[src/rtl/rock_pkg.sv]
// rtl/rock_pkg.sv - shared types, widths and level helper for the rocker level controller
package rock_pkg;

   localparam int LEVEL_W       = 3;
   localparam int DEF_MAX_LEVEL = 7;
   localparam logic [LEVEL_W-1:0] DEF_TGT = 3'd4;

   typedef enum logic [1:0] {
      ST_IDLE      = 2'd0,
      ST_RAMP_UP   = 2'd1,
      ST_HOLD      = 2'd2,
      ST_RAMP_DOWN = 2'd3
   } state_t;

   function automatic logic [LEVEL_W-1:0] step_toward(input logic [LEVEL_W-1:0] cur,
                                                      input logic [LEVEL_W-1:0] goal);
      if (cur < goal)
         return cur + LEVEL_W'(1);
      else if (cur > goal)
         return cur - LEVEL_W'(1);
      else
         return cur;
   endfunction

endpackage

[src/rtl/btn_sync_edge.sv]
// rtl/btn_sync_edge.sv - 2-flop synchronizer with registered rising-edge pulse
module btn_sync_edge #(
   parameter int WIDTH = 1
) (
   input  logic             clk,
   input  logic             rst,
   input  logic [WIDTH-1:0] pin,
   output logic [WIDTH-1:0] level,
   output logic [WIDTH-1:0] rise
);

   logic [WIDTH-1:0] meta;
   logic [WIDTH-1:0] sync;
   logic [WIDTH-1:0] prev;

   always_ff @(posedge clk or posedge rst) begin
      if (rst) begin
         meta <= '0;
         sync <= '0;
         prev <= '0;
         rise <= '0;
      end else begin
         meta <= pin;
         sync <= meta;
         prev <= sync;
         rise <= sync & ~prev;
      end
   end

   // Level is taken from the edge flop so it lines up in time with the rise pulse.
   assign level = prev;

endmodule

[src/rtl/rock_level_ctrl.sv]
// rtl/rock_level_ctrl.sv - cry-driven rocker level controller: target/level ramping FSM
module rock_level_ctrl
   import rock_pkg::*;
#(
   parameter int STEP_CYCLES = 25000000,
   parameter int QUIET_STEPS = 30,
   parameter int MAX_LEVEL   = DEF_MAX_LEVEL
) (
   input  logic               CLK,
   input  logic               Reset,
   input  logic               CryDet,
   input  logic               StartBtn,
   input  logic               UpBtn,
   input  logic               DownBtn,
   output logic [LEVEL_W-1:0] Freq,
   output logic [LEVEL_W-1:0] Amp,
   output logic               Active,
   output logic [1:0]         State
);

   localparam int CNT_W = (STEP_CYCLES > 1) ? $clog2(STEP_CYCLES) : 1;
   localparam int QW    = (QUIET_STEPS > 1) ? $clog2(QUIET_STEPS + 1) : 1;
   localparam logic [CNT_W-1:0]   CNT_LAST   = CNT_W'(STEP_CYCLES - 1);
   localparam logic [QW-1:0]      QUIET_LAST = QW'(QUIET_STEPS - 1);
   localparam logic [LEVEL_W-1:0] TGT_MAX    = LEVEL_W'(MAX_LEVEL);
   localparam logic [LEVEL_W-1:0] TGT_MIN    = LEVEL_W'(1);

   logic [1:0] sc_level, sc_rise;
   logic       up_level, up_rise, down_level, down_rise;
   logic       start_p, cry;
   logic       unused_sync;

   // Start and CryDet share one instance so the cry level and start pulse stay aligned.
   btn_sync_edge #(.WIDTH(2)) u_sync_start_cry (
      .clk(CLK), .rst(Reset), .pin({CryDet, StartBtn}), .level(sc_level), .rise(sc_rise)
   );
   btn_sync_edge #(.WIDTH(1)) u_sync_up (
      .clk(CLK), .rst(Reset), .pin(UpBtn), .level(up_level), .rise(up_rise)
   );
   btn_sync_edge #(.WIDTH(1)) u_sync_down (
      .clk(CLK), .rst(Reset), .pin(DownBtn), .level(down_level), .rise(down_rise)
   );

   assign start_p     = sc_rise[0];
   assign cry         = sc_level[1];
   assign unused_sync = ^{sc_level[0], sc_rise[1], up_level, down_level};

   state_t             state, state_next;
   logic [LEVEL_W-1:0] lvl, lvl_next, tgt;
   logic [QW-1:0]      quiet, quiet_next;
   logic [CNT_W-1:0]   cnt;
   logic               step_tick;

   assign step_tick = (state != ST_IDLE) && (cnt == CNT_LAST);

   always_ff @(posedge CLK or posedge Reset) begin
      if (Reset)
         cnt <= '0;
      else if (state == ST_IDLE || step_tick)
         cnt <= '0;
      else
         cnt <= cnt + CNT_W'(1);
   end

   always_ff @(posedge CLK or posedge Reset) begin
      if (Reset)
         tgt <= DEF_TGT;
      else if (up_rise && !down_rise && tgt < TGT_MAX)
         tgt <= tgt + LEVEL_W'(1);
      else if (down_rise && !up_rise && tgt > TGT_MIN)
         tgt <= tgt - LEVEL_W'(1);
   end

   always_ff @(posedge CLK or posedge Reset) begin
      if (Reset) begin
         state <= ST_IDLE;
         lvl   <= '0;
         quiet <= '0;
      end else begin
         state <= state_next;
         lvl   <= lvl_next;
         quiet <= quiet_next;
      end
   end

   // quiet_next defaults to 0 so every entry into HOLD starts a fresh quiet count.
   always_comb begin
      state_next = state;
      lvl_next   = lvl;
      quiet_next = '0;
      case (state)
         ST_IDLE: begin
            lvl_next = '0;
            if (start_p || cry)
               state_next = ST_RAMP_UP;
         end
         ST_RAMP_UP: begin
            if (start_p)
               state_next = ST_RAMP_DOWN;
            else if (step_tick) begin
               lvl_next = step_toward(lvl, tgt);
               if (lvl_next == tgt)
                  state_next = ST_HOLD;
            end
         end
         ST_HOLD: begin
            quiet_next = quiet;
            if (start_p)
               state_next = ST_RAMP_DOWN;
            else begin
               if (step_tick)
                  lvl_next = step_toward(lvl, tgt);
               if (cry)
                  quiet_next = '0;
               else if (step_tick) begin
                  if (quiet == QUIET_LAST)
                     state_next = ST_RAMP_DOWN;
                  else
                     quiet_next = quiet + QW'(1);
               end
            end
         end
         ST_RAMP_DOWN: begin
            if (start_p || cry)
               state_next = ST_RAMP_UP;
            else if (step_tick) begin
               if (lvl <= LEVEL_W'(1)) begin
                  lvl_next   = '0;
                  state_next = ST_IDLE;
               end else
                  lvl_next = lvl - LEVEL_W'(1);
            end
         end
         default: state_next = ST_IDLE;
      endcase
   end

   assign Freq   = lvl;
   assign Amp    = lvl;
   assign Active = (state != ST_IDLE);
   assign State  = state;

endmodule

[config.mk]
export PLATFORM = sky130hd
export DESIGN_NAME = rock_level_ctrl
export DESIGN_NICKNAME = d
export VERILOG_FILES = /design/src/rtl/rock_pkg.sv /design/src/rtl/btn_sync_edge.sv /design/src/rtl/rock_level_ctrl.sv
export SDC_FILE = /design/constraint.sdc
export NUM_CORES = 1
export LEC_CHECK = 0
export ABC_AREA = 1
export CAP_MARGIN = 10
export CORE_MARGIN = 4
export CORE_UTILIZATION = 35
export CTS_CLUSTER_DIAMETER = 200
export CTS_CLUSTER_SIZE = 30
export DETAILED_ROUTE_END_ITERATION = 10
export MAX_ROUTING_LAYER = met4
export RECOVER_POWER = 25
export SYNTH_ARGS = -nofsm -noshare
export SYNTH_HDL_FRONTEND = slang
export SYNTH_SLANG_ARGS = --single-unit
[constraint.sdc]
create_clock -name CLK -period 3.9 [get_ports CLK]
set_clock_uncertainty 0.15 [all_clocks]
set_input_delay 0.585 -clock CLK [delete_from_list [all_inputs] [get_ports CLK]]
set_output_delay 0.585 -clock CLK [all_outputs]
set_load 0.01 [all_outputs]
# Yosys cells after proc, flatten, opt, wreduce, memory -nomap -nowiden
# Cells that the tools add are included.
classes:
  n_addsub: 6
  n_mul: 0
  n_div: 0
  order_cmp: 5
  n_eq_ne: 22
  shifts: 0
  mux: 31
  n_bitwise: 6
  n_reduce_logical: 15
op_table:
  columns: ["operator", "n"]
  rows:
  - ["2-to-1 mux 3 bit", 12]
  - ["adder 25 x 1 -> 25 bit, second input constant", 1]
  - ["== test 25 bit, second input constant", 1]
  - ["2-to-1 mux 25 bit", 1]
  - ["2-to-1 mux 5 bit", 5]
  - ["2-to-1 mux 2 bit", 11]
  - ["!= test 3 x 2 -> 1 bit, second input constant", 7]
  - ["!= test 2 bit, second input constant", 6]
  - ["case mux 3 bit (4 select lines)", 1]
  - ["case mux 2 bit (4 select lines)", 1]
  - ["AND reduction 8 bit", 1]
  - ["adder 3 x 1 -> 3 bit, second input constant", 2]
  - ["!= test 3 bit, second input constant", 2]
  - ["AND reduction 6 bit", 1]
  - ["subtractor 3 x 1 -> 3 bit, second input constant", 2]
  - ["adder 5 x 1 -> 5 bit, second input constant", 1]
  - ["== test 5 bit, second input constant", 1]
  - ["logical AND 1 bit", 5]
  - ["== test 2 bit, second input constant", 2]
  - ["nonzero test 2 bit", 2]
  - ["bitwise AND 1 bit", 3]
  - ["== test 3 bit", 1]
  - ["greater-than comparator 3 x 1 -> 1 bit, second input constant", 1]
  - ["greater-than comparator 3 bit", 1]
  - ["10 further kinds", 14]
word_totals:
  ff_bits: 53
  latchBits: 0
  ram_bits: 0
  rom_bits: 0
  input_bits: 6
  out_inout_bits: 9
  mem_count: 0

# Logic depth before layout (Yosys ltp)
logic_depth:
  ltp_word: 11
  mapped_depth: 16
  mapped_depth_nobuf: 16

# By module
# From an unflattened synthesis, not the netlist that was laid out.
unflattened:
  hier_cells: 389
  area_unflattened_um2: 3101.7
modules_own_cells:
  columns: ["mod", "instances", "cells_each", "area_per_inst_um2", "seq_area_each_um2"]
  rows:
  - ["rock_level_ctrl", 1, 362, 2650.0, 952.2]
  - ["btn_sync_edge (u_sync_down ...)", 2, 7, 113.9, 100.1]
  - ["btn_sync_edge (u_sync_start_cry)", 1, 13, 224.0, 200.2]

# Worst setup path before layout
# No wires, ideal clock.
synth_path:
  path_type: "reg2reg"
  start: "register tgt[2]"
  end: "register state[0] (netlist: State[0])"
  t_arrival_ns: 1.896
  setup_slack_ns: 1.737
  path_stages_with_launch: 15
  cell_sequence: "dfstp_2 inv_1 ha_1 a21oi_1 nand2_1 nand3_1 nand3_1 nand2_1 nand2_1 nor2_1 nand2_1 nand2_1 nand2_1 nand2_1 nand2_1"
synth_via:
  elab_chain_len: 9
  word_cells_on_any_way: 10
  classes_between: "order compare: 2; eq/ne: 2; mux: 5; reduce/logical: 1"
synth_lines:
  columns: ["element", "line", "source"]
  rows:
  - ["start, declared", "rock_level_ctrl.sv:49", "logic [LEVEL_W-1:0] lvl, lvl_next, tgt;"]
  - ["start signal, assigned", "rock_level_ctrl.sv:69", "tgt <= tgt + LEVEL_W'(1);"]
  - ["start signal, assigned", "rock_level_ctrl.sv:71", "tgt <= tgt - LEVEL_W'(1);"]
  - ["greater-than comparator 3 bit", "rock_pkg.sv:19", "else if (cur > goal)"]
  - ["2-to-1 mux 3 bit (2 in a row)", null, null]
  - ["2-to-1 mux 3 bit", "rock_level_ctrl.sv:100", "else if (step_tick) begin"]
  - ["2-to-1 mux 3 bit", "rock_level_ctrl.sv:98", "if (start_p)"]
  - ["2-to-1 mux 3 bit", "rock_level_ctrl.sv:91", "case (state)"]
  - ["== test 3 bit (*)", "rock_level_ctrl.sv:102", "if (lvl_next == tgt)"]
  - ["!= test 3 x 2 -> 1 bit (no line) (*)", null, null]
  - ["AND reduction 8 bit (no line) (*)", null, null]
  - ["end signal, assigned", "rock_level_ctrl.sv:80", "state <= state_next;"]
  - ["end, declared", "rock_level_ctrl.sv:48", "state_t state, state_next;"]
# Every way passes the cells marked *; elsewhere a longest branch is shown, timed or not. The select of a mux whose other input is x is not followed.
# A chain may end at the register's enable or synchronous reset.

# Worst setup path in the final report
layout_path:
  start: "register state[0] (netlist: State[0])"
  end: "output Active"
layout_via:
  elab_chain_len: 1
layout_lines:
  columns: ["element", "line", "source"]
  rows:
  - ["nonzero test 2 bit", "rock_level_ctrl.sv:140", "assign Active = (state != ST_IDLE);"]
  - ["end, declared", "rock_level_ctrl.sv:17", "output logic Active,"]
# No other way between the ends.

==> run metrics <==
crit path DAT 1.87 ns; Power per Cell Area between 500 and 600 nW/um^2; Netlist cell types between 40 and 50; worst skew pair latency about 0.31 ns; DIE WIDTH roughly 100 um; Worst R2R End State[0]; min-delay src u_sync_up.meta; post-DP HPWL roughly 4300 um; GPL Wtd Cong 0.9559; met1 WL 2677 um; Clock Sinks 53; top cell type's share of synthesized area 43.30%; Worst Hold Path EP u_sync_up.sync; fin crit period around 2.6 ns; YS warnings 0; vias after detailed routing between 2000 and 2500; antenna violations before repair 0; die span in y 100.7 um; Pleak ~0.0015 uW; largest net degree at the start of global routing 37; Worst EP required approximately 3.2 ns; Slew Limit Fails 0; Worst-Margin Slew between 0.6 and 0.7 ns; CP bufs+invs 3; flop2flop setup slack around 1.5 ns; Initial Utilization about 36%; htree depth 2; run status completed; TNS Setup 0 ns; diode count 0; total track usage around an eighth; Cell Area, Synth 3005 um^2; crit-path cells inv_1 > ha_1 > inv_1 > clkdlybuf4s50_1; cts repair resizes 0; Slew HR a little under three fifths; area delta synth->final 11.37%; HP Class flip-flop to flip-flop; met3 WL post-DR around 240 um; first-pass GRT wire length 10570 um; antenna-violating nets left 0; drt total wl roughly 5800 um; CP Capture Type primary output; Max-cap violations 0; share of post-route cells with drive strength above 1 approximately 9%; delay-heaviest family, CP buffers and inverters; hold_buf cts 0; worst vdd ir just under 0.2 mV; vias in the first global route 2326; most frequent CP cell inv_1; hold path depth 0; Top FF cell, synth dfrtp_1; Slowest-stage cell, CP clkdlybuf4s50_1; Synth area leader dfrtp_1; Seq/Total Area, Yosys roughly 44%; fill count ~870; Avg WL per Cell around 12 um; Crit path largest cell delay 0.57 ns; unrepaired setup endpoints after global routing false; Final Util 40.33%; R2R cell count 14; Post-Syn Nets between 300 and 400; total CTS buffers 5; synthesis-stage register bit count 53; Clk pin slew, worst setup/hold paths 0.10 ns; Via density 5.008; Final Cycle Share between 60% and 70%; CP Launch Type flip-flop; Ports 15; EDFF count, synth 0; total chip power about 1800 uW; Synth Instances about 360; Max Fclk around 0.38 GHz; post-CTS setup buffer count 0; final hold violation count 0; PortBufs 14; critical path class flip-flop to primary output; GRT overflow 0; met2 wire length 2827 um; CTS tree done; CTS max path bufs 2; Die Footprint 10130 um^2; Final Setup Violations 0; Max FO, Critical Path 5; max layer used met4; Post-synth ARST share 100.0%; drt drc 0; Rows 33; Core ar. a little over 8000 um^2; DRT Pass-1 Iters 5; CTS root buf clkbuf_8; cells taking the most area after synthesis dfrtp_1 (43%), nand2_1 (7.5%), inv_1 (6.6%); syn avg cell area roughly 8.4 um^2; initial DRC count approximately 130; # nets final ~400; worst r2r src tgt[2]
==> routing by layer <==
metal | track usage [%] | vias up
met2 | 21.97 | 56
li1 | - | 1202
met5 | - | -
met3 | 2.353 | 10
met4 | 4.145 | 0
met1 | 16.32 | 1146
==> synthesized netlist by cell type, types with 2 or more instances <==
master    instances
o22ai_1           2
nand2_2           5
dfrtp_1          52
nor3_1            9
nor3_2            2
o21ai_0          12
nand3_1          30
a21oi_1          18
ha_1             15
nor2_4            4
nor4_2            2
nand2_1          60
nor2_1           43
nor4_1            2
buf_4             3
a211oi_1          2
xor2_1            7
nand3b_1          2
o21a_1            2
inv_1            53
o211ai_1          2
xnor2_1           4
nand4_2           3
nand4_1           6
==> state kept, by name (all words and copies together), names as in the netlist <==
| register | flops |
|---|---|
| u_sync_up.rise | 1 |
| u_sync_down.level | 1 |
| tgt | 3 |
| State | 2 |
| cnt | 25 |
| u_sync_down.rise | 1 |
| u_sync_down.meta | 1 |
| u_sync_start_cry.sync | 2 |
| quiet | 5 |
| u_sync_down.sync | 1 |
| u_sync_start_cry.level | 2 |
| u_sync_start_cry.rise | 1 |
| Amp | 3 |
| u_sync_up.level | 1 |
| u_sync_start_cry.meta | 2 |
| u_sync_up.sync | 1 |
| u_sync_up.meta | 1 |
==> final cells by class <==
cell class | instances | area (um^2) | area share [%]
Timing Repair Buffer | 15 | 147.6 | 4.411
Inverter | 54 | 202.7 | 6.056
Clock buffer | 8 | 90.09 | 2.692
Sequential cell | 53 | 1328 | 39.66
Multi-Input combinational cell | 247 | 1448 | 43.25
Tap cell | 105 | 131.4 | 3.925
==> cells in the final DEF (no fill, tap or decap), types with 6 or more instances in the layout <==
cell type / netlist / layout
a21oi_1: 18 / 18
ha_1: 15 / 15
nor2_1: 43 / 43
clkbuf_8: 0 / 6
xor2_1: 7 / 7
inv_1: 53 / 53
dfrtp_1: 52 / 52
nand2_1: 60 / 60
nand3_1: 30 / 30
o21ai_0: 12 / 12
nor3_1: 9 / 9
clkdlybuf4s50_1: 0 / 9
nand4_1: 6 / 6
==> through the flow <==
| step | std cells | area, um^2 | hold slack [ns] | setup slack [ns] |
|---|---|---|---|---|
| floorplan | 358 | 3005 | 0.1812 | 1.737 |
| global placement | 474 | 3257 | 0.1844 | 1.611 |
| detailed placement | 474 | 3257 | 0.1870 | 1.511 |
| CTS | 482 | 3347 | 0.2092 | 1.277 |
| global route | 482 | 3347 | 0.2114 | 1.195 |
| finish | 482 | 3347 | 0.2061 | 1.297 |
==> kinds of logic after synthesis <==
logic type | count (synthesis) | share of synthesized area (%)
flops | 53 | 44.17
buf+inv | 58 | 7.660
xor+xnor | 11 | 3.206
simple gates | 175 | 29.31
fa+ha+maj | 15 | 6.245
compound gates | 46 | 9.409
==> report_power, final <==
group | total [uW] | internal (uW) | switching, uW
logic | 805 | 302 | 503
registers | 699 | 620 | 79.3
clock network | 324 | 145 | 179
total | 1830 | 1070 | 761
==> worst max path at each step <==
stage                     startpoint       end  slack (ns)  cells after the start
after floorplan               tgt[2]  State[0]        1.74                     14
after global placement        tgt[2]  State[1]        1.61                     14
after detailed placement      tgt[2]  State[1]        1.51                     14
after CTS                   State[0]    Active        1.28                      4
after global routing        State[0]    Active        1.19                      4
final                       State[0]    Active        1.30                      4
Note: power is estimated with default switching activity, not from simulation.
